File: config.mk
export PLATFORM = sky130hd
export DESIGN_NAME = veda_arbiter_flat
export DESIGN_NICKNAME = d
export VERILOG_FILES = /design/src/rtl/veda_pkg.sv /design/src/rtl/veda_if.sv /design/src/rtl/veda_rr_arb2.sv /design/src/rtl/veda_arbiter.sv /design/src/flat_wrapper.sv
export SDC_FILE = /design/constraint.sdc
export NUM_CORES = 1
export LEC_CHECK = 0
export ABC_AREA = 1
export CELL_PAD_IN_SITES_DETAIL_PLACEMENT = 1
export CELL_PAD_IN_SITES_GLOBAL_PLACEMENT = 1
export CORE_MARGIN = 2
export CORE_UTILIZATION = 28
export DETAILED_ROUTE_END_ITERATION = 16
export PLACE_DENSITY_LB_ADDON = 0.1
export SKIP_CTS_REPAIR_TIMING = 1
export SLEW_MARGIN = 10
export SYNTH_ARGS = -nofsm -noshare
export SYNTH_HDL_FRONTEND = slang
export SYNTH_SLANG_ARGS = --single-unit
export TNS_END_PERCENT = 50
File: constraint.sdc
create_clock -name clk -period 2.17 [get_ports clk]
set_clock_uncertainty 0.15 [all_clocks]
set_input_delay 0.5425 -clock clk [delete_from_list [all_inputs] [get_ports clk]]
set_output_delay 0.5425 -clock clk [all_outputs]
set_load 0.005 [all_outputs]
File: src/rtl/veda_pkg.sv
// Shared definitions for the veda data-memory arbiter and the memory it fronts.
package veda_pkg;

  localparam int DEF_DATA_WIDTH = 32;
  localparam int DEF_ADDR_WIDTH = 5;
  localparam int DEF_DEPTH      = 32;

  localparam logic REQ0 = 1'b0;
  localparam logic REQ1 = 1'b1;

  typedef enum logic [0:0] {
    ST_IDLE  = 1'b0,
    ST_SCRUB = 1'b1
  } state_t;

endpackage

File: src/rtl/veda_if.sv
// Requester, scrub-control and memory-side signals of the veda arbiter.
interface veda_if #(
  parameter int DATA_WIDTH = veda_pkg::DEF_DATA_WIDTH,
  parameter int ADDR_WIDTH = veda_pkg::DEF_ADDR_WIDTH
);

  logic                  r0_req;
  logic                  r0_we;
  logic [ADDR_WIDTH-1:0] r0_addr;
  logic [DATA_WIDTH-1:0] r0_wdata;
  logic                  r0_gnt;
  logic                  r0_rvalid;
  logic [DATA_WIDTH-1:0] r0_rdata;

  logic                  r1_req;
  logic                  r1_we;
  logic [ADDR_WIDTH-1:0] r1_addr;
  logic [DATA_WIDTH-1:0] r1_wdata;
  logic                  r1_gnt;
  logic                  r1_rvalid;
  logic [DATA_WIDTH-1:0] r1_rdata;

  logic                  scrub_start;
  logic                  scrub_busy;
  logic                  scrub_done;

  logic                  mem_we;
  logic [ADDR_WIDTH-1:0] mem_addr;
  logic [DATA_WIDTH-1:0] mem_wdata;
  logic [DATA_WIDTH-1:0] mem_rdata;

  // Arbiter side.
  modport slave (
    input  r0_req, r0_we, r0_addr, r0_wdata,
    output r0_gnt, r0_rvalid, r0_rdata,
    input  r1_req, r1_we, r1_addr, r1_wdata,
    output r1_gnt, r1_rvalid, r1_rdata,
    input  scrub_start,
    output scrub_busy, scrub_done,
    output mem_we, mem_addr, mem_wdata,
    input  mem_rdata
  );

  // Requesters and memory side.
  modport master (
    output r0_req, r0_we, r0_addr, r0_wdata,
    input  r0_gnt, r0_rvalid, r0_rdata,
    output r1_req, r1_we, r1_addr, r1_wdata,
    input  r1_gnt, r1_rvalid, r1_rdata,
    output scrub_start,
    input  scrub_busy, scrub_done,
    input  mem_we, mem_addr, mem_wdata,
    output mem_rdata
  );

endinterface

File: src/rtl/veda_rr_arb2.sv
// Two-input round-robin grant with a last-winner register; on contention the
// input that did not win last time is granted.
module veda_rr_arb2
  import veda_pkg::*;
(
  input  logic       clk,
  input  logic       rst,
  input  logic       en,
  input  logic [1:0] req,
  output logic [1:0] gnt
);

  logic last_grant_r;

  // Combinational grant selection.
  always_comb begin
    gnt = 2'b00;
    if (en) begin
      case (req)
        2'b01:   gnt = 2'b01;
        2'b10:   gnt = 2'b10;
        2'b11:   gnt = (last_grant_r == REQ0) ? 2'b10 : 2'b01;
        default: gnt = 2'b00;
      endcase
    end else begin
      gnt = 2'b00;
    end
  end

  // Remember the winner of every granted cycle.
  always_ff @(posedge clk) begin
    if (!rst) begin
      last_grant_r <= REQ1;
    end else if (gnt[0]) begin
      last_grant_r <= REQ0;
    end else if (gnt[1]) begin
      last_grant_r <= REQ1;
    end else begin
      last_grant_r <= last_grant_r;
    end
  end

endmodule

File: src/rtl/veda_arbiter.sv
// Shares the single-port data memory between two requesters and runs a
// whole-memory zero-fill scrub on command.
module veda_arbiter
  import veda_pkg::*;
#(
  parameter int DATA_WIDTH = DEF_DATA_WIDTH,
  parameter int ADDR_WIDTH = DEF_ADDR_WIDTH,
  parameter int DEPTH      = DEF_DEPTH
) (
  input logic   clk,
  input logic   rst,
  veda_if.slave bus
);

  // One extra counter bit lets DEPTH == 2**ADDR_WIDTH finish without wrapping.
  localparam logic [ADDR_WIDTH:0] CNT_LAST = (ADDR_WIDTH + 1)'(DEPTH - 1);
  localparam logic [ADDR_WIDTH:0] CNT_ONE  = {{ADDR_WIDTH{1'b0}}, 1'b1};

  state_t                state_r;
  state_t                state_nxt_s;
  logic [ADDR_WIDTH:0]   cnt_r;
  logic                  cnt_last_s;
  logic [1:0]            gnt_s;
  logic                  drive_s;
  logic                  mem_we_s;
  logic [ADDR_WIDTH-1:0] mem_addr_s;
  logic [DATA_WIDTH-1:0] mem_wdata_s;
  logic [ADDR_WIDTH-1:0] addr_hold_r;
  logic [DATA_WIDTH-1:0] wdata_hold_r;
  logic [1:0]            rvalid_r;
  logic [DATA_WIDTH-1:0] rdata0_r;
  logic [DATA_WIDTH-1:0] rdata1_r;
  logic                  done_r;

  assign cnt_last_s = (cnt_r == CNT_LAST);

  veda_rr_arb2 u_arb (
    .clk (clk),
    .rst (rst),
    .en  (state_r == ST_IDLE),
    .req ({bus.r1_req, bus.r0_req}),
    .gnt (gnt_s)
  );

  // FSM state register.
  always_ff @(posedge clk) begin
    if (!rst) begin
      state_r <= ST_IDLE;
    end else begin
      state_r <= state_nxt_s;
    end
  end

  // FSM next state; scrub_start is only looked at in IDLE.
  always_comb begin
    state_nxt_s = state_r;
    case (state_r)
      ST_IDLE:  state_nxt_s = bus.scrub_start ? ST_SCRUB : ST_IDLE;
      ST_SCRUB: state_nxt_s = cnt_last_s ? ST_IDLE : ST_SCRUB;
      default:  state_nxt_s = ST_IDLE;
    endcase
  end

  // Memory drive: granted requester in IDLE, counter in SCRUB, else hold.
  always_comb begin
    drive_s     = 1'b0;
    mem_we_s    = 1'b0;
    mem_addr_s  = addr_hold_r;
    mem_wdata_s = wdata_hold_r;
    case (state_r)
      ST_IDLE: begin
        if (gnt_s[0]) begin
          drive_s     = 1'b1;
          mem_we_s    = bus.r0_we;
          mem_addr_s  = bus.r0_addr;
          mem_wdata_s = bus.r0_wdata;
        end else if (gnt_s[1]) begin
          drive_s     = 1'b1;
          mem_we_s    = bus.r1_we;
          mem_addr_s  = bus.r1_addr;
          mem_wdata_s = bus.r1_wdata;
        end else begin
          drive_s     = 1'b0;
        end
      end
      ST_SCRUB: begin
        drive_s     = 1'b1;
        mem_we_s    = 1'b1;
        mem_addr_s  = cnt_r[ADDR_WIDTH-1:0];
        mem_wdata_s = {DATA_WIDTH{1'b0}};
      end
      default: begin
        drive_s     = 1'b0;
      end
    endcase
  end

  // Scrub address counter, parked at zero outside SCRUB.
  always_ff @(posedge clk) begin
    if (!rst) begin
      cnt_r <= {(ADDR_WIDTH + 1){1'b0}};
    end else if (state_r == ST_SCRUB && !cnt_last_s) begin
      cnt_r <= cnt_r + CNT_ONE;
    end else begin
      cnt_r <= {(ADDR_WIDTH + 1){1'b0}};
    end
  end

  // Last driven address/data, presented while the memory is idle.
  always_ff @(posedge clk) begin
    if (!rst) begin
      addr_hold_r  <= {ADDR_WIDTH{1'b0}};
      wdata_hold_r <= {DATA_WIDTH{1'b0}};
    end else if (drive_s) begin
      addr_hold_r  <= mem_addr_s;
      wdata_hold_r <= mem_wdata_s;
    end else begin
      addr_hold_r  <= addr_hold_r;
      wdata_hold_r <= wdata_hold_r;
    end
  end

  // Read return path and the scrub completion pulse.
  always_ff @(posedge clk) begin
    if (!rst) begin
      rvalid_r <= 2'b00;
      rdata0_r <= {DATA_WIDTH{1'b0}};
      rdata1_r <= {DATA_WIDTH{1'b0}};
      done_r   <= 1'b0;
    end else begin
      rvalid_r <= {gnt_s[1] & ~bus.r1_we, gnt_s[0] & ~bus.r0_we};
      rdata0_r <= (gnt_s[0] && !bus.r0_we) ? bus.mem_rdata : rdata0_r;
      rdata1_r <= (gnt_s[1] && !bus.r1_we) ? bus.mem_rdata : rdata1_r;
      done_r   <= (state_r == ST_SCRUB) && cnt_last_s;
    end
  end

  assign bus.r0_gnt     = gnt_s[0];
  assign bus.r1_gnt     = gnt_s[1];
  assign bus.r0_rvalid  = rvalid_r[0];
  assign bus.r1_rvalid  = rvalid_r[1];
  assign bus.r0_rdata   = rdata0_r;
  assign bus.r1_rdata   = rdata1_r;
  assign bus.scrub_busy = (state_r == ST_SCRUB);
  assign bus.scrub_done = done_r;
  assign bus.mem_we     = mem_we_s;
  assign bus.mem_addr   = mem_addr_s;
  assign bus.mem_wdata  = mem_wdata_s;

endmodule

File: src/flat_wrapper.sv
// flat-port wrapper written by rule: the top's interface ports become plain ports
module veda_arbiter_flat import veda_pkg::*;
#(
  parameter int DATA_WIDTH = DEF_DATA_WIDTH,
  parameter int ADDR_WIDTH = DEF_ADDR_WIDTH,
  parameter int DEPTH      = DEF_DEPTH
)
  (clk, rst, bus_r0_req, bus_r0_we, bus_r0_addr, bus_r0_wdata, bus_r0_gnt, bus_r0_rvalid, bus_r0_rdata, bus_r1_req, bus_r1_we, bus_r1_addr, bus_r1_wdata, bus_r1_gnt, bus_r1_rvalid, bus_r1_rdata, bus_scrub_start, bus_scrub_busy, bus_scrub_done, bus_mem_we, bus_mem_addr, bus_mem_wdata, bus_mem_rdata);
  veda_if #(.DATA_WIDTH(DATA_WIDTH), .ADDR_WIDTH(ADDR_WIDTH)) bus_i ();
  input logic clk;
  input logic rst;
  input wire logic [$bits(bus_i.r0_req)-1:0] bus_r0_req;
  input wire logic [$bits(bus_i.r0_we)-1:0] bus_r0_we;
  input wire logic [$bits(bus_i.r0_addr)-1:0] bus_r0_addr;
  input wire logic [$bits(bus_i.r0_wdata)-1:0] bus_r0_wdata;
  output wire logic [$bits(bus_i.r0_gnt)-1:0] bus_r0_gnt;
  output wire logic [$bits(bus_i.r0_rvalid)-1:0] bus_r0_rvalid;
  output wire logic [$bits(bus_i.r0_rdata)-1:0] bus_r0_rdata;
  input wire logic [$bits(bus_i.r1_req)-1:0] bus_r1_req;
  input wire logic [$bits(bus_i.r1_we)-1:0] bus_r1_we;
  input wire logic [$bits(bus_i.r1_addr)-1:0] bus_r1_addr;
  input wire logic [$bits(bus_i.r1_wdata)-1:0] bus_r1_wdata;
  output wire logic [$bits(bus_i.r1_gnt)-1:0] bus_r1_gnt;
  output wire logic [$bits(bus_i.r1_rvalid)-1:0] bus_r1_rvalid;
  output wire logic [$bits(bus_i.r1_rdata)-1:0] bus_r1_rdata;
  input wire logic [$bits(bus_i.scrub_start)-1:0] bus_scrub_start;
  output wire logic [$bits(bus_i.scrub_busy)-1:0] bus_scrub_busy;
  output wire logic [$bits(bus_i.scrub_done)-1:0] bus_scrub_done;
  output wire logic [$bits(bus_i.mem_we)-1:0] bus_mem_we;
  output wire logic [$bits(bus_i.mem_addr)-1:0] bus_mem_addr;
  output wire logic [$bits(bus_i.mem_wdata)-1:0] bus_mem_wdata;
  input wire logic [$bits(bus_i.mem_rdata)-1:0] bus_mem_rdata;
  assign bus_i.r0_req = bus_r0_req;
  assign bus_i.r0_we = bus_r0_we;
  assign bus_i.r0_addr = bus_r0_addr;
  assign bus_i.r0_wdata = bus_r0_wdata;
  assign bus_r0_gnt = bus_i.r0_gnt;
  assign bus_r0_rvalid = bus_i.r0_rvalid;
  assign bus_r0_rdata = bus_i.r0_rdata;
  assign bus_i.r1_req = bus_r1_req;
  assign bus_i.r1_we = bus_r1_we;
  assign bus_i.r1_addr = bus_r1_addr;
  assign bus_i.r1_wdata = bus_r1_wdata;
  assign bus_r1_gnt = bus_i.r1_gnt;
  assign bus_r1_rvalid = bus_i.r1_rvalid;
  assign bus_r1_rdata = bus_i.r1_rdata;
  assign bus_i.scrub_start = bus_scrub_start;
  assign bus_scrub_busy = bus_i.scrub_busy;
  assign bus_scrub_done = bus_i.scrub_done;
  assign bus_mem_we = bus_i.mem_we;
  assign bus_mem_addr = bus_i.mem_addr;
  assign bus_mem_wdata = bus_i.mem_wdata;
  assign bus_i.mem_rdata = bus_mem_rdata;
  veda_arbiter #(.DATA_WIDTH(DATA_WIDTH), .ADDR_WIDTH(ADDR_WIDTH), .DEPTH(DEPTH)) u_core (.clk(clk), .rst(rst), .bus(bus_i));
endmodule
=== Yosys cells after proc, flatten, opt, wreduce, memory -nomap -nowiden ===
Cells that the tools add are included.

* Flip-flop bits (word level): 112
* Input bits: 113
* Output and inout bits: 108

* Add/subtract/negate cells: 1
* Equality and inequality tests: 4
* Mux-type cells: 20
* Bitwise gates (word level): 5
* Reductions and logical operators: 9

{| class="wikitable"
|+ Operators by type and width
! cell !! number
|-
| $mux W32 || 2
|-
| $pmux W32 S2 || 1
|-
| $mux W5 || 2
|-
| $pmux W5 S2 || 1
|-
| $mux W1 || 8
|-
| $add A6 B1 Y6 const B || 1
|-
| $eq A6 B5 Y1 const B || 1
|-
| $pmux W1 S2 || 3
|-
| $pmux W2 S3 || 1
|-
| $eq A2 B2 Y1 const B || 2
|-
| $logic_and A1 B1 Y1 || 4
|-
| $mux W2 || 2
|-
| $logic_not A1 Y1 || 3
|-
| $not A1 Y1 || 3
|-
| $and A1 B1 Y1 || 2
|-
| $eq A2 B1 Y1 const B || 1
|-
| $reduce_and A2 Y1 || 1
|-
| $reduce_bool A2 Y1 || 1
|}

=== Depth between registers and ports, before layout ===
* Word-level depth: 6
* Depth in mapped cells: 9

=== Hierarchy ===
A second synthesis with hierarchy kept.

* Cell total of the unflattened synthesis: 695
* Area, all modules: 4668.2 um^2

{| class="wikitable"
|+ By module, submodules not included
! module !! instances !! cells an instance !! area each (um^2) !! sequential area each (um^2)
|-
| veda_arbiter || 1 || 684 || 4600.7 || 2222.1
|-
| veda_rr_arb2 || 1 || 11 || 67.6 || 20.0
|}

=== Worst setup path before layout ===
No wires, ideal clock.

* Kind: input to output
* Start: input port bus_r0_req
* End: output port bus_mem_wdata[23]
* Arrival time: 1.361 ns
* Required time: 1.477 ns
* Slack: 0.116 ns
* Cell stages on the path: 8
* Buffers on the path: 2
* Cell sequence: nand2_1 > nand3_4 > buf_4 > buf_6 > nand2_1 > nand3_1 > nand2_1 > inv_1

* Cells in the longest elaborated chain, start to end: 6
* Elaborated cells on any way between the ends: 8

{| class="wikitable"
|+ RTL lines
! element !! line !! text
|-
| start, declared || flat_wrapper.sv:12 || <nowiki>input wire logic [$bits(bus_i.r0_req)-1:0] bus_r0_req;</nowiki>
|-
| $eq A2 B2 Y1 or $eq A2 B1 Y1 (tied branches) || veda_rr_arb2.sv:19 || <nowiki>case (req)</nowiki>
|-
| $pmux W2 S3 (*) || veda_rr_arb2.sv:19 ||
|-
| $mux W2 (*) || veda_rr_arb2.sv:18 || <nowiki>if (en) begin</nowiki>
|-
| $mux W32 || veda_arbiter.sv:77 || <nowiki>end else if (gnt_s[1]) begin</nowiki>
|-
| $mux W32 (*) || veda_arbiter.sv:72 || <nowiki>if (gnt_s[0]) begin</nowiki>
|-
| $pmux W32 S2 (*) || veda_arbiter.sv:70 || <nowiki>case (state_r)</nowiki>
|-
| end, declared || flat_wrapper.sv:31 || <nowiki>output wire logic [$bits(bus_i.mem_wdata)-1:0] bus_mem_wdata;</nowiki>
|}

Every way passes the cells marked *; elsewhere a longest branch is shown, timed or not.

=== Worst setup path after layout ===
* Start: register u_core.u_arb.last_grant_r
* End: output port bus_mem_wdata[18]

* Cells in the longest elaborated chain, start to end: 6

{| class="wikitable"
|+ RTL lines
! element !! line !! text
|-
| start, declared || veda_rr_arb2.sv:13 || <nowiki>logic last_grant_r;</nowiki>
|-
| start signal, assigned || veda_rr_arb2.sv:39 || <nowiki>last_grant_r <= last_grant_r;</nowiki>
|-
| $mux W2 (*) || veda_rr_arb2.sv:22 || <nowiki>2'b11: gnt = (last_grant_r == REQ0) ? 2'b10 : 2'b01;</nowiki>
|-
| $pmux W2 S3 (*) || veda_rr_arb2.sv:19 ||
|-
| $mux W2 (*) || veda_rr_arb2.sv:18 ||
|-
| $mux W32 || veda_arbiter.sv:77 ||
|-
| $mux W32 (*) || veda_arbiter.sv:72 ||
|-
| $pmux W32 S2 (*) || veda_arbiter.sv:70 ||
|}

Marks and branches as above.

==> key figures <==
Finish
  – Share of post-route cells with drive strength above 1: 25.8%
  – Leading cell type in the layout, fill and taps excluded: clkdlybuf4s50_1
  – Post-layout util: 50.6%
  – # diodes: 0
  – Most frequent cells in the layout: clkdlybuf4s50_1, dfxtp_1, nand2_1, nor2_1, buf_4
  – Fill cell count: 2105
  – Area of the multi-input gates: 2370 um2
  – Register area: 2250 um2
  – Area Overhead vs Synth: 77.8%
  – Layout net count: 1109

Global routing
  – Met1 usage: 23.5%
  – Largest net degree at the start of global routing: 35
  – Global Route Usage Sum: 20.2%
  – GR Layer Usage met3: 6.79%
  – GR peak layer: met2
  – Wire length of the first global-routing pass: 29500 um
  – Vias in the first global route: 5874
  – Overflow after GRT: 0
  – M2 GR Usage: 35.2%
  – Antenna violations before repair: 1

Clocking
  – Clock sink count: 112
  – Clock Tree Buf Depth: 2
  – H-tree levels: 3
  – CTS buffer count: 9
  – Clk_lat worst skew: 0.35 ns
  – CTS tree: built
  – Clk slew on worst S/H paths: 0.08 ns
  – CTS Root Cell: clkbuf_16

STA
  – Final number of max-transition violations: 0
  – Max Clk Rate: 408 MHz
  – Final cycle utilization of the critical path: 113%
  – Fin. Hold Viols: 0
  – Fin crit period: 2.45 ns
  – Setup_tns: -6.97 ns
  – RSZ-0062 raised after global routing: yes
  – Final setup vio count: 38
  – Worst-margin pin slew: 0.424 ns
  – Final setup margin: -0.280 ns
  – Max-slew headroom: 71.7%

Floorplan
  – Num ports: 221
  – Die ar.: 18500 um2
  – Rows: 48
  – Die width: 136 um
  – Die Y: 136 um
  – Core area: 17200 um2
  – Initial Util: 28.5%

Critical path
  – Critical Path AT: 1.76 ns
  – CP Launch Type: flip-flop
  – Kind of critical path: reg2out
  – Reg2reg path depth: 11
  – Worst R2R Setup Slack: 0.13 ns
  – Maximum fanout along the worst path: 6
  – R2R Path End: u_core.bus.r0_rdata[20]
  – Worst EP required: 1.48 ns
  – Worst setup EP type: primary output
  – R2r startpoint: u_core.u_arb.last_grant_r

Status
  – Violated checks: negative setup slack
  – Status: finished, violations left

Synth
  – Syn Std Cell Area: 4890 um2
  – Seq cells post-synth: 112
  – Post-Synth XOR/XNOR Area: 0.358%
  – Syn Nets: 822
  – Largest family of logic cells by synthesized area: simple AND/OR/NAND/NOR gates
  – Mapped Cells: 708
  – Seq/Total Area, Yosys: 45.9%
  – Adder-cell share of the synthesized area: 0.256%
  – Synth cell types: 25
  – Synth Area in Compound Gates: 10.8%
  – Mux contribution to synthesized area: 0%
  – Simple logic cell fraction of the synthesized area: 30.7%
  – Synthesized area per cell: 6.91 um2
  – Yosys Warn Count: 0

Route
  – WL final: 20200 um
  – # DRC: 0
  – Initial DRT Pass Iterations: 4
  – Drt initial violations: 170
  – Drt via density: 4.65
  – Vias: 5694
  – Routed len/inst: 16.5 um
  – Post-route ant nets: 0

Power
  – Max IR drop VDD: 0.345 mV
  – P_leak: 4.10 nW
  – Power Dens Cells: 685 nW/um2

Worst hold path
  – Hold path start: u_core.bus.r0_rdata[26]
  – WHS Path Cells: 2
  – Type of the tightest min-delay check: reg2reg
  – WHS Endpoint: u_core.bus.r0_rdata[26]

Place
  – Post-DP HPWL: 13700 um
  – Dpl ws: -0.940 ns
  – RD Place Congestion: 0.788
  – Port Buffers: 220

Job
  – Max-cap violations: 0
## through the flow
stage	area [um2]	hold WS, ns	std cells	power, mW
CTS	8110	0.320	1196	5.80
detailed placement	7780	0.306	1180	3.93
floorplan	4890	0.280	708	2.91
global placement	7780	0.298	1180	3.87
finish	8690	0.312	1225	5.96
global route	8690	0.335	1225	6.29
## critical path, cell delays in order, from the launching register on
cell      delay, ns
dfxtp_2        0.33
buf_6          0.11
nand2_4        0.06
nand3_4        0.13
inv_8          0.12
buf_12         0.11
buf_8          0.12
buf_6          0.09
nand2_2        0.04
nand3_2        0.07
nand2_2        0.07
inv_2          0.05
clkbuf_2       0.10
## logic make-up after synthesis
group / after synthesis
compound gates: 105
simple gates: 356
fa+ha+maj: 1
buf+inv: 132
flops: 112
xor+xnor: 2
## metal layers
layer  wire [um]  share of wire (%)  vias up
met4         267                1.3        2
met2       10300                 51      149
met1        8220                 41     2740
met5          13              0.064        -
li1            -                  -     2783
met3        1450                7.1       20
## layout make-up
cell class	count	area share, %
tap	225	3.24
multi-input combinational	464	27.3
clock buffer	10	2.63
timing repair buffer	321	36.0
inverter	87	3.90
clock inverter	6	1.12
sequential	112	25.8
## power by group
| part | internal (mW) | switching (mW) | total (mW) | leakage (nW) |
|---|---|---|---|---|
| registers | 2.20 | 0.0679 | 2.26 | 0.916 |
| clock network | 1.03 | 0.823 | 1.86 | 0.160 |
| logic | 0.993 | 0.845 | 1.84 | 3.03 |
| total | 4.22 | 1.74 | 5.96 | 4.10 |
## registers in the layout, indices dropped and copies added (netlist names)
signal and flops:
u_core.addr_hold_r 5, u_core.bus.r0_rdata 32, u_core.bus.r1_rdata 32, u_core.bus.scrub_busy 1, u_core.bus.scrub_done 1, u_core.cnt_r 6
u_core.rvalid_r 2, u_core.u_arb.last_grant_r 1, u_core.wdata_hold_r 32
## worst max-delay path by stage
stage                                         start           endpoint  slack (ns)  depth (start not counted)
after global placement                   bus_r1_req  bus_mem_wdata[14]       -0.90                         10
final                     u_core.u_arb.last_grant_r  bus_mem_wdata[18]       -0.28                         12
after CTS                                bus_r1_req   bus_mem_wdata[0]       -0.97                         10
after detailed placement                 bus_r1_req  bus_mem_wdata[11]       -0.94                         10
after global routing      u_core.u_arb.last_grant_r  bus_mem_wdata[18]       -0.38                         12
after floorplan                          bus_r0_req  bus_mem_wdata[23]        0.12                          8
## cells in the mapped netlist
cell	instances	area share, %
nand2_1	162	12
dfxtp_1	112	46
nor2_1	106	8.1
inv_1	78	6.0
nand3_1	76	7.8
o21ai_0	50	5.1
a21oi_1	38	3.9
clkbuf_1	17	1.3
buf_2	15	1.5
o21ai_1	15	1.5
buf_4	8	1.2
buf_6	5	1.2
nand4_1	5	0.64
clkinv_1	4	0.31
inv_2	3	0.23
inv_4	2	0.26
nand2_4	2	0.46
o211ai_1	2	0.31
xor2_1	2	0.36
ha_1	1	0.26
nand2_2	1	0.13
nand3_4	1	0.36
nor2_4	1	0.23
nor2_8	1	0.41
nor3_1	1	0.10
(Power assumes the default switching activity.)
